### src/rtl/connect4_pkg.sv
// Shared constants, cell/state/direction types and board-geometry helpers
// for the Connect-4 game-state engine.
package connect4_pkg;

  localparam int ROWS      = 6;
  localparam int COLS      = 7;
  localparam int WIN_LEN   = 4;
  localparam int MAX_MOVES = 42;

  typedef enum logic [1:0] {
    EMPTY  = 2'b00,
    P0     = 2'b01,
    P1     = 2'b10,
    HILITE = 2'b11
  } cell_t;

  typedef enum logic [2:0] {
    IDLE  = 3'd0,
    SCAN  = 3'd1,
    CHECK = 3'd2,
    EVAL  = 3'd3,
    OVER  = 3'd4
  } state_t;

  // Row grows downward, so "down-right" is +1 row and "up-right" is -1 row.
  typedef enum logic [1:0] {
    H    = 2'd0,
    V    = 2'd1,
    D_DR = 2'd2,
    D_UR = 2'd3
  } dir_t;

  function automatic int dir_dr(input dir_t d);
    case (d)
      V, D_DR: return 1;
      D_UR:    return -1;
      default: return 0;
    endcase
  endfunction

  function automatic int dir_dc(input dir_t d);
    return (d == V) ? 0 : 1;
  endfunction

  function automatic logic on_board(input int r, input int c);
    return (r >= 0) && (r < ROWS) && (c >= 0) && (c < COLS);
  endfunction

endpackage

### src/rtl/connect4_game_ctrl_run_count.sv
// Combinational run measurement through one placed cell along one direction:
// length of the matching run and its first cell (the end opposite the step).
module connect4_run_count
  import connect4_pkg::*;
(
  input  logic [1:0] panel [0:ROWS-1][0:COLS-1],
  input  logic [2:0] row,
  input  logic [2:0] col,
  input  dir_t       dir,
  input  logic [1:0] code,
  output logic [2:0] run_len,
  output logic [2:0] start_row,
  output logic [2:0] start_col
);

  logic [2:0] fwd_n;
  logic [2:0] bwd_n;
  logic       fwd_go;
  logic       bwd_go;

  // Each side stops at the first off-board or non-matching cell.
  always_comb begin
    fwd_n  = 3'd0;
    bwd_n  = 3'd0;
    fwd_go = 1'b1;
    bwd_go = 1'b1;
    for (int k = 1; k < WIN_LEN; k++) begin
      if (fwd_go &&
          on_board(int'(row) + k * dir_dr(dir), int'(col) + k * dir_dc(dir)) &&
          (panel[3'(int'(row) + k * dir_dr(dir))][3'(int'(col) + k * dir_dc(dir))] == code)) begin
        fwd_n = fwd_n + 3'd1;
      end else begin
        fwd_go = 1'b0;
      end
      if (bwd_go &&
          on_board(int'(row) - k * dir_dr(dir), int'(col) - k * dir_dc(dir)) &&
          (panel[3'(int'(row) - k * dir_dr(dir))][3'(int'(col) - k * dir_dc(dir))] == code)) begin
        bwd_n = bwd_n + 3'd1;
      end else begin
        bwd_go = 1'b0;
      end
    end
  end

  assign run_len   = 3'd1 + fwd_n + bwd_n;
  assign start_row = 3'(int'(row) - int'(bwd_n) * dir_dr(dir));
  assign start_col = 3'(int'(col) - int'(bwd_n) * dir_dc(dir));

endmodule

### src/rtl/connect4_game_ctrl.sv
// Connect-4 game-state engine: cursor, gravity drop, four-direction win check,
// draw detection and winning-line highlight driving the panel/play/turn outputs.
module connect4_game_ctrl
  import connect4_pkg::*;
(
  input  logic             clk,
  input  logic             rst,
  input  logic             btn_left,
  input  logic             btn_right,
  input  logic             btn_drop,
  input  logic             new_game,
  output logic [1:0]       panel [0:ROWS-1][0:COLS-1],
  output logic [0:COLS-1]  play,
  output logic             turn,
  output logic [1:0]       winner,
  output logic             busy,
  output logic             col_full,
  output state_t           dbg_state
);

  // Handshake: btn_* are single-cycle pulses accepted only in IDLE; busy is
  // high from the cycle after an accepted drop until the drop is resolved,
  // and any pulse arriving while busy (or in OVER) is dropped, not queued.

  logic [1:0]      panel_q [0:ROWS-1][0:COLS-1];
  logic [1:0]      panel_d [0:ROWS-1][0:COLS-1];
  logic [2:0]      cursor_q, cursor_d;
  logic [0:COLS-1] play_q, play_d;
  logic            turn_q, turn_d;
  logic [1:0]      winner_q, winner_d;
  logic            busy_q, busy_d;
  logic            col_full_q, col_full_d;
  logic [5:0]      moves_q, moves_d;
  state_t          state_q, state_d;
  logic [2:0]      col_q, col_d;
  logic [2:0]      row_q, row_d;
  dir_t            dir_q, dir_d;
  logic            win_found_q, win_found_d;
  dir_t            win_dir_q, win_dir_d;
  logic [2:0]      win_row_q, win_row_d;
  logic [2:0]      win_col_q, win_col_d;
  logic [2:0]      win_len_q, win_len_d;

  logic [1:0]      turn_code;
  logic [2:0]      rc_len;
  logic [2:0]      rc_row;
  logic [2:0]      rc_col;

  assign turn_code = turn_q ? P1 : P0;

  // row_q is the scan index in SCAN and then holds the placed row.
  connect4_run_count u_run_count (
    .panel     (panel_q),
    .row       (row_q),
    .col       (col_q),
    .dir       (dir_q),
    .code      (turn_code),
    .run_len   (rc_len),
    .start_row (rc_row),
    .start_col (rc_col)
  );

  always_comb begin
    panel_d     = panel_q;
    cursor_d    = cursor_q;
    turn_d      = turn_q;
    winner_d    = winner_q;
    col_full_d  = 1'b0;
    moves_d     = moves_q;
    state_d     = state_q;
    col_d       = col_q;
    row_d       = row_q;
    dir_d       = dir_q;
    win_found_d = win_found_q;
    win_dir_d   = win_dir_q;
    win_row_d   = win_row_q;
    win_col_d   = win_col_q;
    win_len_d   = win_len_q;

    case (state_q)
      IDLE: begin
        if (btn_drop) begin
          col_d   = cursor_q;
          row_d   = 3'(ROWS - 1);
          state_d = SCAN;
        end else if (btn_left && !btn_right) begin
          cursor_d = (cursor_q == 3'd0) ? 3'(COLS - 1) : cursor_q - 3'd1;
        end else if (btn_right && !btn_left) begin
          cursor_d = (cursor_q == 3'(COLS - 1)) ? 3'd0 : cursor_q + 3'd1;
        end
      end

      SCAN: begin
        if (panel_q[row_q][col_q] == EMPTY) begin
          panel_d[row_q][col_q] = turn_code;
          state_d     = CHECK;
          dir_d       = H;
          win_found_d = 1'b0;
        end else if (row_q == 3'd0) begin
          col_full_d = 1'b1;
          state_d    = IDLE;
        end else begin
          row_d = row_q - 3'd1;
        end
      end

      CHECK: begin
        if (!win_found_q && (rc_len >= 3'(WIN_LEN))) begin
          win_found_d = 1'b1;
          win_dir_d   = dir_q;
          win_row_d   = rc_row;
          win_col_d   = rc_col;
          win_len_d   = rc_len;
        end
        if (dir_q == D_UR) begin
          state_d = EVAL;
        end else begin
          dir_d = dir_t'(dir_q + 2'd1);
        end
      end

      EVAL: begin
        moves_d = (moves_q == 6'(MAX_MOVES)) ? moves_q : moves_q + 6'd1;
        if (win_found_q) begin
          winner_d = turn_code;
          for (int k = 0; k < COLS; k++) begin
            if (k < int'(win_len_q)) begin
              panel_d[3'(int'(win_row_q) + k * dir_dr(win_dir_q))]
                     [3'(int'(win_col_q) + k * dir_dc(win_dir_q))] = HILITE;
            end
          end
          state_d = OVER;
        end else if (moves_d == 6'(MAX_MOVES)) begin
          winner_d = HILITE;
          state_d  = OVER;
        end else begin
          turn_d  = ~turn_q;
          state_d = IDLE;
        end
      end

      OVER: begin
        state_d = OVER;
      end

      default: begin
        state_d = IDLE;
      end
    endcase

    busy_d = (state_d == SCAN) || (state_d == CHECK) || (state_d == EVAL);
    play_d = '0;
    play_d[cursor_d] = 1'b1;
  end

  always_ff @(posedge clk) begin
    if (rst || new_game) begin
      panel_q     <= '{default: 2'b00};
      cursor_q    <= 3'd3;
      play_q      <= 7'b0001000;
      turn_q      <= 1'b0;
      winner_q    <= 2'b00;
      busy_q      <= 1'b0;
      col_full_q  <= 1'b0;
      moves_q     <= 6'd0;
      state_q     <= IDLE;
      col_q       <= 3'd0;
      row_q       <= 3'd0;
      dir_q       <= H;
      win_found_q <= 1'b0;
      win_dir_q   <= H;
      win_row_q   <= 3'd0;
      win_col_q   <= 3'd0;
      win_len_q   <= 3'd0;
    end else begin
      panel_q     <= panel_d;
      cursor_q    <= cursor_d;
      play_q      <= play_d;
      turn_q      <= turn_d;
      winner_q    <= winner_d;
      busy_q      <= busy_d;
      col_full_q  <= col_full_d;
      moves_q     <= moves_d;
      state_q     <= state_d;
      col_q       <= col_d;
      row_q       <= row_d;
      dir_q       <= dir_d;
      win_found_q <= win_found_d;
      win_dir_q   <= win_dir_d;
      win_row_q   <= win_row_d;
      win_col_q   <= win_col_d;
      win_len_q   <= win_len_d;
    end
  end

  assign panel     = panel_q;
  assign play      = play_q;
  assign turn      = turn_q;
  assign winner    = winner_q;
  assign busy      = busy_q;
  assign col_full  = col_full_q;
  assign dbg_state = state_q;

endmodule

### config.mk
export PLATFORM = sky130hd
export DESIGN_NAME = connect4_game_ctrl
export DESIGN_NICKNAME = d
export VERILOG_FILES = /design/src/rtl/connect4_pkg.sv /design/src/rtl/connect4_game_ctrl_run_count.sv /design/src/rtl/connect4_game_ctrl.sv
export SDC_FILE = /design/constraint.sdc
export NUM_CORES = 1
export LEC_CHECK = 0
export BUFFER_PORTS_ARGS = -buffer_cell sky130_fd_sc_hd__buf_2
export CAP_MARGIN = 20
export CELL_PAD_IN_SITES_DETAIL_PLACEMENT = 0
export CELL_PAD_IN_SITES_GLOBAL_PLACEMENT = 2
export CORE_UTILIZATION = 30
export CTS_CLUSTER_DIAMETER = 100
export CTS_CLUSTER_SIZE = 10
export DETAILED_ROUTE_END_ITERATION = 8
export PLACE_DENSITY = 0.73
export SYNTH_ARGS = -nofsm -noshare
export SYNTH_HDL_FRONTEND = slang
export SYNTH_HIERARCHICAL = 1
export SYNTH_SLANG_ARGS = --single-unit
### constraint.sdc
create_clock -name clk -period 18.3 [get_ports clk]
set_clock_uncertainty 0.05 [all_clocks]
set_input_delay 3.66 -clock clk [delete_from_list [all_inputs] [get_ports clk]]
set_output_delay 3.66 -clock clk [all_outputs]
set_load 0.02 [all_outputs]
==> impl_metrics.json <==
{
  "status": "complete, no violations",
  "powerDensity_nw_per_um2": 55.2,
  "htree_levels": 4,
  "postCtsSetupBuffers": 0,
  "wirelength_um": 54200,
  "hpwlAfterDp_um": 40200,
  "drive_gt1_share_pct": 19.2,
  "rsz0062_at_grt": "false",
  "io_pins": 105,
  "vias": 12700,
  "holdCritPathClass": "flop to flop",
  "wl_per_cell_um": 25.9,
  "final.period_utilization_pct": 54.3,
  "core_um2": 41200,
  "synth.distinct_cells": 94,
  "cts_resized": 0,
  "initial_core_util_pct": 30.7,
  "fin_tns_setup_ns": 0,
  "cp_max_fo": 37,
  "ant_nets": 0,
  "final_util_pct": 34.9,
  "cts_tree": "done",
  "cp.required_ns": 18.56,
  "synth_cells": 1491,
  "leakagePower_nw": 5.56,
  "synth_top_cell_area_share_pct": 20.2,
  "antenna_found_initial": 1,
  "hold_viol_final": 0,
  "crit_buf_inv": 5,
  "min_period_ns": 9.93,
  "place_congestion": 0.946,
  "cts_inserted_buffers": 17,
  "clockRootBuffer": "clkbuf_16",
  "grt_pass1_vias": 12300,
  "max_stage_delay_ns": 0.83,
  "worstSetupPathType": "flop to flop",
  "avgSynthCellArea_um2": 8.49,
  "max_freq_mhz": 101,
  "synth_flop_cell": "dfxtp_1",
  "n_fill_cell": 4282,
  "dr.first_iter.drc_count": 1242,
  "ys_top_cells_by_area": "dfxtp_1 20%, mux4_2 11%, ha_1 9.0%",
  "final_nets": 1663,
  "synth-seq-cells": 128,
  "grt-ovfl-total": 0,
  "seq_area_frac_synth_pct": 20.2,
  "cts_sinks": 128,
  "ir_drop_mv": 0.0606,
  "cp.arrival_ns": 10.19,
  "avgViaCountPerCell": 6.05,
  "setup_viol": 0,
  "track_usage_pct": 25.1,
  "finalHoldWorstSlack_ns": 0.472,
  "io_buffers": 104,
  "cts_buffer_depth": 2,
  "die_h_um": 207,
  "hold_buffers": 0,
  "yosysMostFrequentCell": "nor2_1",
  "multi_input_area_um2": 9460,
  "die_x_um": 207,
  "die_area_um2": 43000,
  "yosysTopAreaCell": "dfxtp_1",
  "rows": 74,
  "max-slew-margin-rel_pct": 30.7,
  "worstMarginPinSlew_ns": 1.03,
  "ys.warnings.count": 6,
  "drc_errors": 0,
  "synth_top_cells_by_count": "163 x nor2_1, 151 x nand2_1, 128 x dfxtp_1",
  "regArea_um2": 2570,
  "finalMaxSlewViolations": 0,
  "setup.worst_path.end_class": "flop",
  "slowest_stage": "xor2_2",
  "crit_family": "adder cells",
  "cts.clk_slew.worst_paths_ns": 0.06,
  "diodes": 0,
  "grt_pass1_wl_um": 81500,
  "worst_skew_pair.late_latency_ns": 0.46,
  "maxCapViolations": 0,
  "grt_max_degree": 49,
  "synth-edff-count": 0,
  "critPathLaunchType": "flop",
  "syn_area_um2": 12700,
  "firstDrtPassIters": 5,
  "syn2layout_area_growth_pct": 13.6,
  "async_flop_share_pct": 0,
  "syn-num-nets": 1602
}
[where the power goes]
group	internal (mW)	switching, mW	leakage [nW]
registers	0.280	0.00323	1.03
clock network	0.272	0.143	0.337
logic	0.0322	0.0636	4.20
total	0.585	0.209	5.56
[path summary, 6_finish.rpt]
kind                                             start                         to  slack (ns)  depth (start not counted)
worst max-delay path             dir_q[0]$_SDFFE_PP0P_  win_row_q[2]$_SDFFE_PP0P_        8.37                         34
worst min-delay path            panel[45]$_SDFFE_PP0P_     panel[45]$_SDFFE_PP0P_        0.47                          2
worst max register to register   dir_q[0]$_SDFFE_PP0P_  win_row_q[2]$_SDFFE_PP0P_        8.37                         34
worst min register to register  panel[45]$_SDFFE_PP0P_     panel[45]$_SDFFE_PP0P_        0.47                          2
[layer usage]
| layer | track usage, % | vias to the layer above | wire (um) |
|---|---|---|---|
| met5 | 0 | - | 0 |
| met4 | 8.52 | 0 | 1490 |
| met3 | 5.81 | 106 | 4230 |
| met2 | 40.8 | 615 | 25200 |
| met1 | 32.6 | 6281 | 23300 |
| li1 | - | 5688 | - |
[stage by stage]
stage | power [mW] | setup WS [ns] | std cells | instance area (um2)
after floorplan | 0.356 | 9.39 | 1491 | 12700
after global placement | 0.383 | 8.69 | 2065 | 13700
after detailed placement | 0.384 | 8.42 | 2065 | 13700
after CTS | 0.801 | 8.35 | 2096 | 14400
after global routing | 0.819 | 7.71 | 2096 | 14400
final | 0.794 | 8.37 | 2096 | 14400
[layout by cell type, fill, tap and decap left out, drive strengths merged, types with 20 or more instances in the layout]
master    n
a211oi   35
a21oi    66
a221oi   20
buf     137
dfxtp   128
ha       91
inv      58
mux2     29
mux2i    51
mux4     67
nand2   151
nand2b   21
nor2    164
nor3     54
o21ai    98
xnor2    33
[tightest hold or removal path, stage by stage (launching register included)]
cell,delay [ns]
dfxtp_1,0.36
nand2_1,0.07
o21ai_1,0.05
[state kept, by name, summed over array words and instances, names as in the netlist]
register / count
panel: 84
cursor_q: 3
dir_q: 2
win_dir_q: 2
col_q: 3
win_row_q: 3
turn: 1
winner: 2
win_found_q: 1
play: 7
row_q: 3
col_full: 1
dbg_state: 3
moves_q: 6
busy: 1
win_col_q: 3
win_len_q: 3
[layout make-up]
class / instances / share of cell area [%]
Sequential cell: 128 / 17.8
Inverter: 60 / 1.57
Timing Repair Buffer: 137 / 5.34
Tap cell: 532 / 4.63
Multi-Input combinational cell: 1208 / 65.8
Clock inverter: 13 / 1.79
Clock buffer: 18 / 3.05
[kinds of logic (layout without fill, tap and decap cells)]
logic type	count (synthesis)	count (layout)	synth area share, %
xor gates and xnor gates	52	52	4.33
muxes	147	147	18.7
AOI/OAI and AO/OA	355	355	18.7
DFF	128	128	20.2
adders and majority gates	105	105	11.2
buffers and inverters	155	228	5.33
and+or+nand+nor	549	549	21.5
Note: power is estimated with default switching activity, not from simulation.
